<file path="config.mk">
export PLATFORM = sky130hd
export DESIGN_NAME = riot_timer_bank
export DESIGN_NICKNAME = d
export VERILOG_FILES = /design/src/rtl/riot_timer_bank.sv
export SDC_FILE = /design/constraint.sdc
export NUM_CORES = 1
export LEC_CHECK = 0
export ABC_AREA = 1
export CAP_MARGIN = 25
export CELL_PAD_IN_SITES_DETAIL_PLACEMENT = 0
export CELL_PAD_IN_SITES_GLOBAL_PLACEMENT = 2
export CORE_ASPECT_RATIO = 1.5
export CORE_MARGIN = 5
export CORE_UTILIZATION = 34
export DETAILED_ROUTE_END_ITERATION = 10
export GPL_TIMING_DRIVEN = 0
export PLACE_DENSITY = 0.85
export SYNTH_ARGS = -nofsm -noshare
export SYNTH_HDL_FRONTEND = slang
export SYNTH_SLANG_ARGS = --single-unit
</file>
<file path="constraint.sdc">
create_clock -name CLK -period 1.89 [get_ports CLK]
set_input_delay 0.2835 -clock CLK [delete_from_list [all_inputs] [get_ports CLK]]
set_output_delay 0.2835 -clock CLK [all_outputs]
set_load 0.02 [all_outputs]
</file>
<file path="src/rtl/riot_timer_bank.sv">
// riot_timer_bank: NUM_CH 6532-style down-counters with 1/8/64/1024 prescalers, flags and a shared IRQ_n.
// Define RIOT_TIMER_RELOAD_EN to implement the CTRL reload bit (restart from LOAD on underflow).
module riot_timer_bank #(
  parameter int NUM_CH  = 4,
  parameter int TIMER_W = 8
) (
  input  logic       CLK,
  input  logic       RES_n,
  input  logic [5:0] A,
  input  logic [7:0] Din,
  output logic [7:0] Dout,
  input  logic       CS,
  input  logic       CS_n,
  input  logic       R_W_n,
  output logic       IRQ_n
);

`ifdef RIOT_TIMER_RELOAD_EN
  localparam bit RELOAD_EN = 1'b1;
`else
  localparam bit RELOAD_EN = 1'b0;
`endif

  localparam logic [1:0] REG_CTRL     = 2'd0;
  localparam logic [1:0] REG_LOAD_LO  = 2'd1;
  localparam logic [1:0] REG_COUNT_LO = 2'd2;
  localparam logic [1:0] REG_HI       = 2'd3;

  logic       access;
  logic       wr_en;
  logic       rd_en;
  logic [3:0] ch_idx;
  logic [1:0] reg_sel;

  assign access  = CS & ~CS_n;
  assign wr_en   = access & ~R_W_n;
  assign rd_en   = access & R_W_n;
  assign ch_idx  = A[5:2];
  assign reg_sel = A[1:0];

  logic [NUM_CH-1:0][7:0] ctrl_rd;
  logic [NUM_CH-1:0][7:0] cnt_lo_rd;
  logic [NUM_CH-1:0][7:0] hi_rd;
  logic [NUM_CH-1:0]      irq_vec;

  function automatic logic [9:0] div_m1(input logic [1:0] s);
    case (s)
      2'd0:    return 10'd0;
      2'd1:    return 10'd7;
      2'd2:    return 10'd63;
      default: return 10'd1023;
    endcase
  endfunction

  for (genvar gi = 0; gi < NUM_CH; gi++) begin : g_ch
    logic [TIMER_W-1:0] count_q, count_d;
    logic [TIMER_W-1:0] load_q, load_d;
    logic [9:0]         presc_q, presc_d;
    logic [1:0]         sel_q, sel_d;
    logic               irq_en_q, irq_en_d;
    logic               reload_q, reload_d;
    logic               flag_q, flag_d;
    logic               free_q, free_d;
    logic [7:0]         hi_latch_q, hi_latch_d;
    logic               hit;
    logic               underflow;

    assign hit = (ch_idx == 4'(gi));

    always_comb begin
      count_d    = count_q;
      load_d     = load_q;
      presc_d    = presc_q;
      sel_d      = sel_q;
      irq_en_d   = irq_en_q;
      reload_d   = reload_q;
      flag_d     = flag_q;
      free_d     = free_q;
      hi_latch_d = hi_latch_q;
      underflow  = 1'b0;

      if (presc_q != 10'd0) begin
        presc_d = presc_q - 10'd1;
      end else if (count_q == '0) begin
        underflow = 1'b1;
        flag_d    = 1'b1;
        if (RELOAD_EN && reload_q) begin
          count_d = load_q;
          presc_d = div_m1(sel_q);
        end else begin
          // Wrap and stay in 1x mode until software reads COUNT_LO or reloads.
          count_d = '1;
          presc_d = 10'd0;
          free_d  = 1'b1;
        end
      end else begin
        count_d = count_q - TIMER_W'(1);
        presc_d = free_q ? 10'd0 : div_m1(sel_q);
      end

      // Bus writes are applied last so a LOAD on the underflow edge wins.
      if (wr_en && hit) begin
        case (reg_sel)
          REG_CTRL: begin
            sel_d    = Din[1:0];
            irq_en_d = Din[2];
            reload_d = RELOAD_EN & Din[3];
          end
          REG_LOAD_LO: begin
            load_d[7:0] = Din;
            count_d     = load_d;
            presc_d     = div_m1(sel_q);
            free_d      = 1'b0;
            flag_d      = 1'b0;
          end
          REG_HI: begin
            if (TIMER_W > 8) load_d = TIMER_W'({Din, load_q[7:0]});
          end
          default: ;
        endcase
      end

      if (rd_en && hit && reg_sel == REG_COUNT_LO) begin
        hi_latch_d = 8'(count_q >> 8);
        if (!underflow) begin
          flag_d = 1'b0;
          free_d = 1'b0;
        end
      end
    end

    always_ff @(posedge CLK) begin
      if (!RES_n) begin
        count_q    <= '0;
        load_q     <= '0;
        presc_q    <= '0;
        sel_q      <= '0;
        irq_en_q   <= 1'b0;
        reload_q   <= 1'b0;
        flag_q     <= 1'b0;
        free_q     <= 1'b0;
        hi_latch_q <= '0;
      end else begin
        count_q    <= count_d;
        load_q     <= load_d;
        presc_q    <= presc_d;
        sel_q      <= sel_d;
        irq_en_q   <= irq_en_d;
        reload_q   <= reload_d;
        flag_q     <= flag_d;
        free_q     <= free_d;
        hi_latch_q <= hi_latch_d;
      end
    end

    assign ctrl_rd[gi]   = {flag_q, 3'b000, reload_q, irq_en_q, sel_q};
    assign cnt_lo_rd[gi] = count_q[7:0];
    assign hi_rd[gi]     = hi_latch_q;
    assign irq_vec[gi]   = flag_q & irq_en_q;
  end

  logic [7:0] rd_data;
  logic [7:0] dout_q;

  // Unmatched channel indices and the write-only LOAD_LO slot read as zero.
  always_comb begin
    rd_data = 8'h00;
    for (int i = 0; i < NUM_CH; i++) begin
      if (ch_idx == 4'(i)) begin
        case (reg_sel)
          REG_CTRL:     rd_data = ctrl_rd[i];
          REG_COUNT_LO: rd_data = cnt_lo_rd[i];
          REG_HI:       rd_data = hi_rd[i];
          default:      rd_data = 8'h00;
        endcase
      end
    end
  end

  always_ff @(posedge CLK) begin
    if (!RES_n) begin
      dout_q <= 8'h00;
    end else if (rd_en) begin
      dout_q <= rd_data;
    end
  end

  assign Dout  = dout_q;
  assign IRQ_n = ~|irq_vec;

endmodule

</file>
Word level (Yosys, flattened, before mapping)
Cells that the tools add are included.
{ "totals": {"ff_bits": 100, "input_bits": 19, "output_inout_bits": 9, "elab_cells": 191} }
{ "op_classes": {"addsub": 8, "eq_ne": 13, "mux": 104, "bitwise_logic": 9, "reduce_logical": 32} }
{ "ops": {"columns": ["cell", "count"], "rows": [
  ["10-bit two-way mux", 20],
  ["8-bit two-way mux", 20],
  ["10-bit case mux with 3 select lines", 4],
  ["8-bit case mux with 2 select lines", 4],
  ["1-bit two-way mux", 56],
  ["10-bit nonzero test", 4],
  ["10-bit by 1-bit subtractor with 10-bit output, second input constant", 4],
  ["8-bit zero test", 4],
  ["8-bit by 1-bit subtractor with 8-bit output, second input constant", 4],
  ["1-bit logical AND", 12],
  ["2-bit by 1-bit equality test with 1-bit output, second input constant", 5],
  ["2-bit equality test, second input constant", 5],
  ["2-bit zero test", 5],
  ["4-bit by 2-bit equality test with 1-bit output, second input constant", 2],
  ["2-bit AND reduction", 4],
  ["1-bit AND", 7],
  ["4-bit by 1-bit equality test with 1-bit output, second input constant", 1],
  ["4-bit zero test", 1],
  ["4-bit OR reduction", 1],
  ["1-bit inverter", 2],
  ["1-bit zero test", 1]
]} }

Logic depth before layout (Yosys ltp)
{ "depth": {"depth_word": 7, "mapped_depth": 12, "ltp_nobuf": 12} }

Least setup slack after synthesis
No wires, ideal clock.
{ "synth_path": {"path_type": "register to register", "from": "register g_ch[0].presc_q[0]", "to": "register g_ch[0].presc_q[0]", "setup_ns": 0.059, "arrival_ns": 1.461, "t_required_ns": 1.831, "slack_ns": 0.370, "path_stages_with_launch": 12, "n_path_buf": 1, "period_less_slack_ns": 1.520, "cell_sequence": "dfxtp_1 > inv_1 > ha_1 > nand3_1 > nor2_2 > inv_2 > nor3_2 > buf_2 > nand2_1 > o21ai_0 > nand2_1 > nand2_1"} }
{ "synth_between": {"elab_chain_len": 4, "word_cells_on_any_way": 5, "classes_between": "add/sub: 1; mux: 3; reduce/logical: 1"} }
{ "synth_lines": {"columns": ["item", "line", "text"], "rows": [
  ["start: declaration", "58", "logic [9:0] presc_q, presc_d;"],
  ["start signal: assignment", "146", "presc_q <= presc_d;"],
  ["10-bit by 1-bit subtractor with 10-bit output / 10-bit nonzero test (equally long branches)", "83, 82", null],
  ["10-bit two-way mux (*)", "82", "if (presc_q != 10'd0) begin"],
  ["10-bit two-way mux", "103", "case (reg_sel)"],
  ["10-bit two-way mux (*)", "102", "if (wr_en && hit) begin"]
]} }
Mark *: on every way between the ends. The rest lies on a longest branch, timed or not.
A chain may end at the register's enable or synchronous reset.

Final worst setup path
{ "layout_path": {"from": "register g_ch[0].flag_q", "to": "output port IRQ_n"} }
{ "layout_between": {"elab_chain_len": 3} }
{ "layout_lines": {"columns": ["item", "line", "text"], "rows": [
  ["start: declaration", "62", "logic flag_q, flag_d;"],
  ["start signal: assignment", "150", "flag_q <= flag_d;"],
  ["1-bit AND", "159", "assign irq_vec[gi] = flag_q & irq_en_q;"],
  ["4-bit OR reduction", "189", "assign IRQ_n = ~|irq_vec;"],
  ["1-bit zero test", "189", null],
  ["end: declaration", "15", "output logic IRQ_n"]
]} }
No other way between the ends.

==> reports/results.md <==
## Power and ir drop
* maximum ir drop on the vdd rail: 0.614 mV
* P per Cell Area: 1500 mW/mm2
* leakage: 3.15 nW

## Job
* number of max-capacitance violations reported: 0

## Detailed routing
* post-route antenna net violation count: 0
* total wirelength of the detailed-routed design: 18,300 um
* vias per cell: 4.96
* final routed wire length divided by cell count: 15.8 um
* first-pass detailed-route iteration total: 5
* 1st-iter DRT viols: 306
* total via count in the routed design: 5,765
* number of remaining DRC errors: 0

## Finish
* Final Net Count: 978
* ant diodes: 0
* fraction of layout instances using a drive strength above 1: 10.1%
* finished layout cell area: 0.00688 mm2
* most frequent cells in the layout: 231 x sky130_fd_sc_hd__nand2_1, 116 x sky130_fd_sc_hd__inv_1, 100 x sky130_fd_sc_hd__dfxtp_1, 82 x sky130_fd_sc_hd__o21ai_0, 75 x sky130_fd_sc_hd__nor2_1
* area taken by flip-flops and latches: 0.00200 mm2
* fill cell count: 1,905
* most common library cell in the layout ignoring fill and taps: sky130_fd_sc_hd__nand2_1
* multi-input combinational cell area: 0.00338 mm2
* area added between synthesis and finish: 16.6%

## Clock tree
* number of sinks on the clock net: 100
* clock input transition at the sequential cells of the worst setup and hold paths: 0.07 ns
* insertion delay to the later sink of the worst-skew pair: 0.36 ns
* maximum count of clock buffers along a single path: 2
* number of buffers added by the clock tree synthesis step: 9
* TritonCTS clock tree: yes
* hold bufs inserted after CTS: 0
* clock tree root buffer cell: sky130_fd_sc_hd__clkbuf_16
* CTS HTree Levels: 3

## GRT
* first-pass GRT wire length: 29,800 um
* total congestion overflow: 0
* antenna violations before repair: 0
* number of global-route vias before repair: 5,805
* all-layer global routing usage: 18.4%
* largest net degree at the start of global routing: 16

## Synth
* FFs w/ async S/R, synth: 0%
* share of synthesized area occupied by flip-flops and latches: 33.9%
* Synth Register Bits: 100
* top cells by area, synth: sky130_fd_sc_hd__dfxtp_1 34%, sky130_fd_sc_hd__nand2_1 15%, sky130_fd_sc_hd__inv_1 7.4%
* post-synth top area cell: sky130_fd_sc_hd__dfxtp_1
* Synthesis Warnings: 0
* Syn Inst Count: 901
* Post-synth EDFFs: 0
* count of unique library cells instantiated by Yosys: 39
* area share of the leading cell type in the synthesized netlist: 33.9%
* net count after synthesis: 934
* mean area per synthesized cell: 6.54 um2
* commonest register cell after synthesis: sky130_fd_sc_hd__dfxtp_1
* Syn Std Cell Area: 0.00590 mm2

## Timing
* final hold violation count: 0
* Max-Slew Margin vs Limit: 65.8%
* highest clock frequency the design can meet: 546 MHz
* Final Max Slew Viols: 0
* worst hold-check slack: 0.464 ns
* minimum period implied by the final worst setup slack: 1.83 ns
* slew at the pin closest to its max-slew limit: 0.512 ns
* portion of the clock cycle consumed by the worst path in the final layout: 97.0%
* count of endpoints failing setup in the final report: 0
* final worst clock skew: 0.0145 ns

## Critical path
* type of the setup path with the least slack: reg2out
* worst endpoint data arrival time: 1.55 ns
* Slowest cell on crit path: sky130_fd_sc_hd__dlygate4sd2_1
* Crit path required time: 1.61 ns
* cell-by-cell listing of the critical path: inv_1 -> o22ai_1 -> a221oi_1 -> dlygate4sd2_1
* crit-path max FO: 2
* startpoint kind of the worst setup timing path: register
* CP peak stage delay: 0.38 ns
* element type at the critical path end: output port

## Die
* die outline area: 0.0201 mm2
* total I/O pin count: 28
* Die Span X: 118 um
* initial standard-cell utilization of the core: 34.3%
* die span in y: 171 um
* cell row count: 59
* area of the placeable core: 0.0172 mm2

## Place
* DP Wirelength: 14,400 um
* number of buffers added on ports: 27
* placed instance area: 0.00643 mm2
* GPL Wtd Cong: 0.906

## Worst hold path
* worst min-delay path category: reg2reg

## Outcome
* outcome: finished clean

==> what timing repair did <==
| item | CTS | global route |
|---|---|---|
| buffers inserted | 1 | 5 |
| endpoints found under the setup margin | 38 | 63 |
| pin swaps | 1 | 4 |
| resized for setup | 5 | 25 |
==> cell usage after synthesis, drive strengths merged, types with 10 or more instances <==
master / number
inv: 137
buf: 10
nand2: 240
o21ai: 96
a21oi: 52
o22ai: 21
ha: 14
xor2: 15
dfxtp: 100
nand3: 53
nand4: 13
nor3: 18
nor2: 92
==> path summary, 6_finish.rpt <==
kind | cells past startpoint | endpoint | from | slack, ns
setup reg to reg | 9 | g_ch[1].count_q[7] | g_ch[1].presc_q[0] | 0.14
setup / recovery | 4 | IRQ_n | g_ch[0].flag_q | 0.06
hold reg to reg | 2 | Dout[6] | Dout[6] | 0.46
hold / removal | 2 | Dout[6] | Dout[6] | 0.46
==> report_power, final <==
| part | leakage, nW | internal [W] | total [W] | switching, W |
|---|---|---|---|---|
| sequential | 0.819 | 0.00271 | 0.00312 | 0.000412 |
| combinational | 2.18 | 0.00191 | 0.00519 | 0.00327 |
| clock | 0.147 | 0.00113 | 0.00198 | 0.000852 |
==> state kept, by name, indices dropped and copies added, names as in the netlist <==
name,flops
g_ch.presc_q,40
g_ch.count_q,32
Dout,8
g_ch.sel_q,8
g_ch.flag_q,4
g_ch.free_q,4
g_ch.irq_en_q,4
==> through the flow <==
step	std cells	total power (W)	setup WS (ns)	utilization (%)	TNS (ns)
2_1_floorplan	901	0.00703	0.370	-	0
3_3_place_gp	1141	0.00822	-0.593	37.4	-34.96
3_5_place_dp	1141	0.00820	-0.594	37.4	-34.29
4_1_cts	1157	0.0102	0.000745	39.3	0
5_1_grt	1162	0.0114	-0.0200	40.0	-0.0200
6_report	1162	0.0103	0.0575	40.0	0
==> logic make-up (layout without fill, tap and decap cells) <==
family,Yosys count,after routing,share of synthesized area [%]
AND/OR/NAND/NOR,421,421,32.2
adder cells (fa/ha/maj),14,14,2.97
XOR/XNOR,24,24,3.56
AO/OA/AOI/OAI,189,189,17.3
buffers and inverters,153,201,9.97
flip-flops,100,100,33.9
==> per-layer routing <==
metal	share of wire [%]	track usage (%)	routed length, um	up-vias
met2	53	35.3	9740	92
li1	-	-	-	3013
met4	2.7	6.99	499	0
met5	0	0	0	-
met1	41	20.7	7570	2625
met3	2.8	2.30	512	35
==> final cells by class <==
type                       instances  area share [%]
multi-input combinational        648            49.1
sequential                       100            29.1
inverter                         138            7.60
timing repair buffer              33            4.64
clock buffer                      12            3.87
tap                              213            3.87
buffer                            15            1.15
clock inverter                     3           0.655
==> worst max-delay path: cells and delay by family, from the launching register on <==
kind / cells / cell delay [ns]
buffers and inverters: 2 / 0.47
flip-flops: 1 / 0.32
AO/OA/AOI/OAI: 2 / 0.41
(Power assumes the default switching activity.)
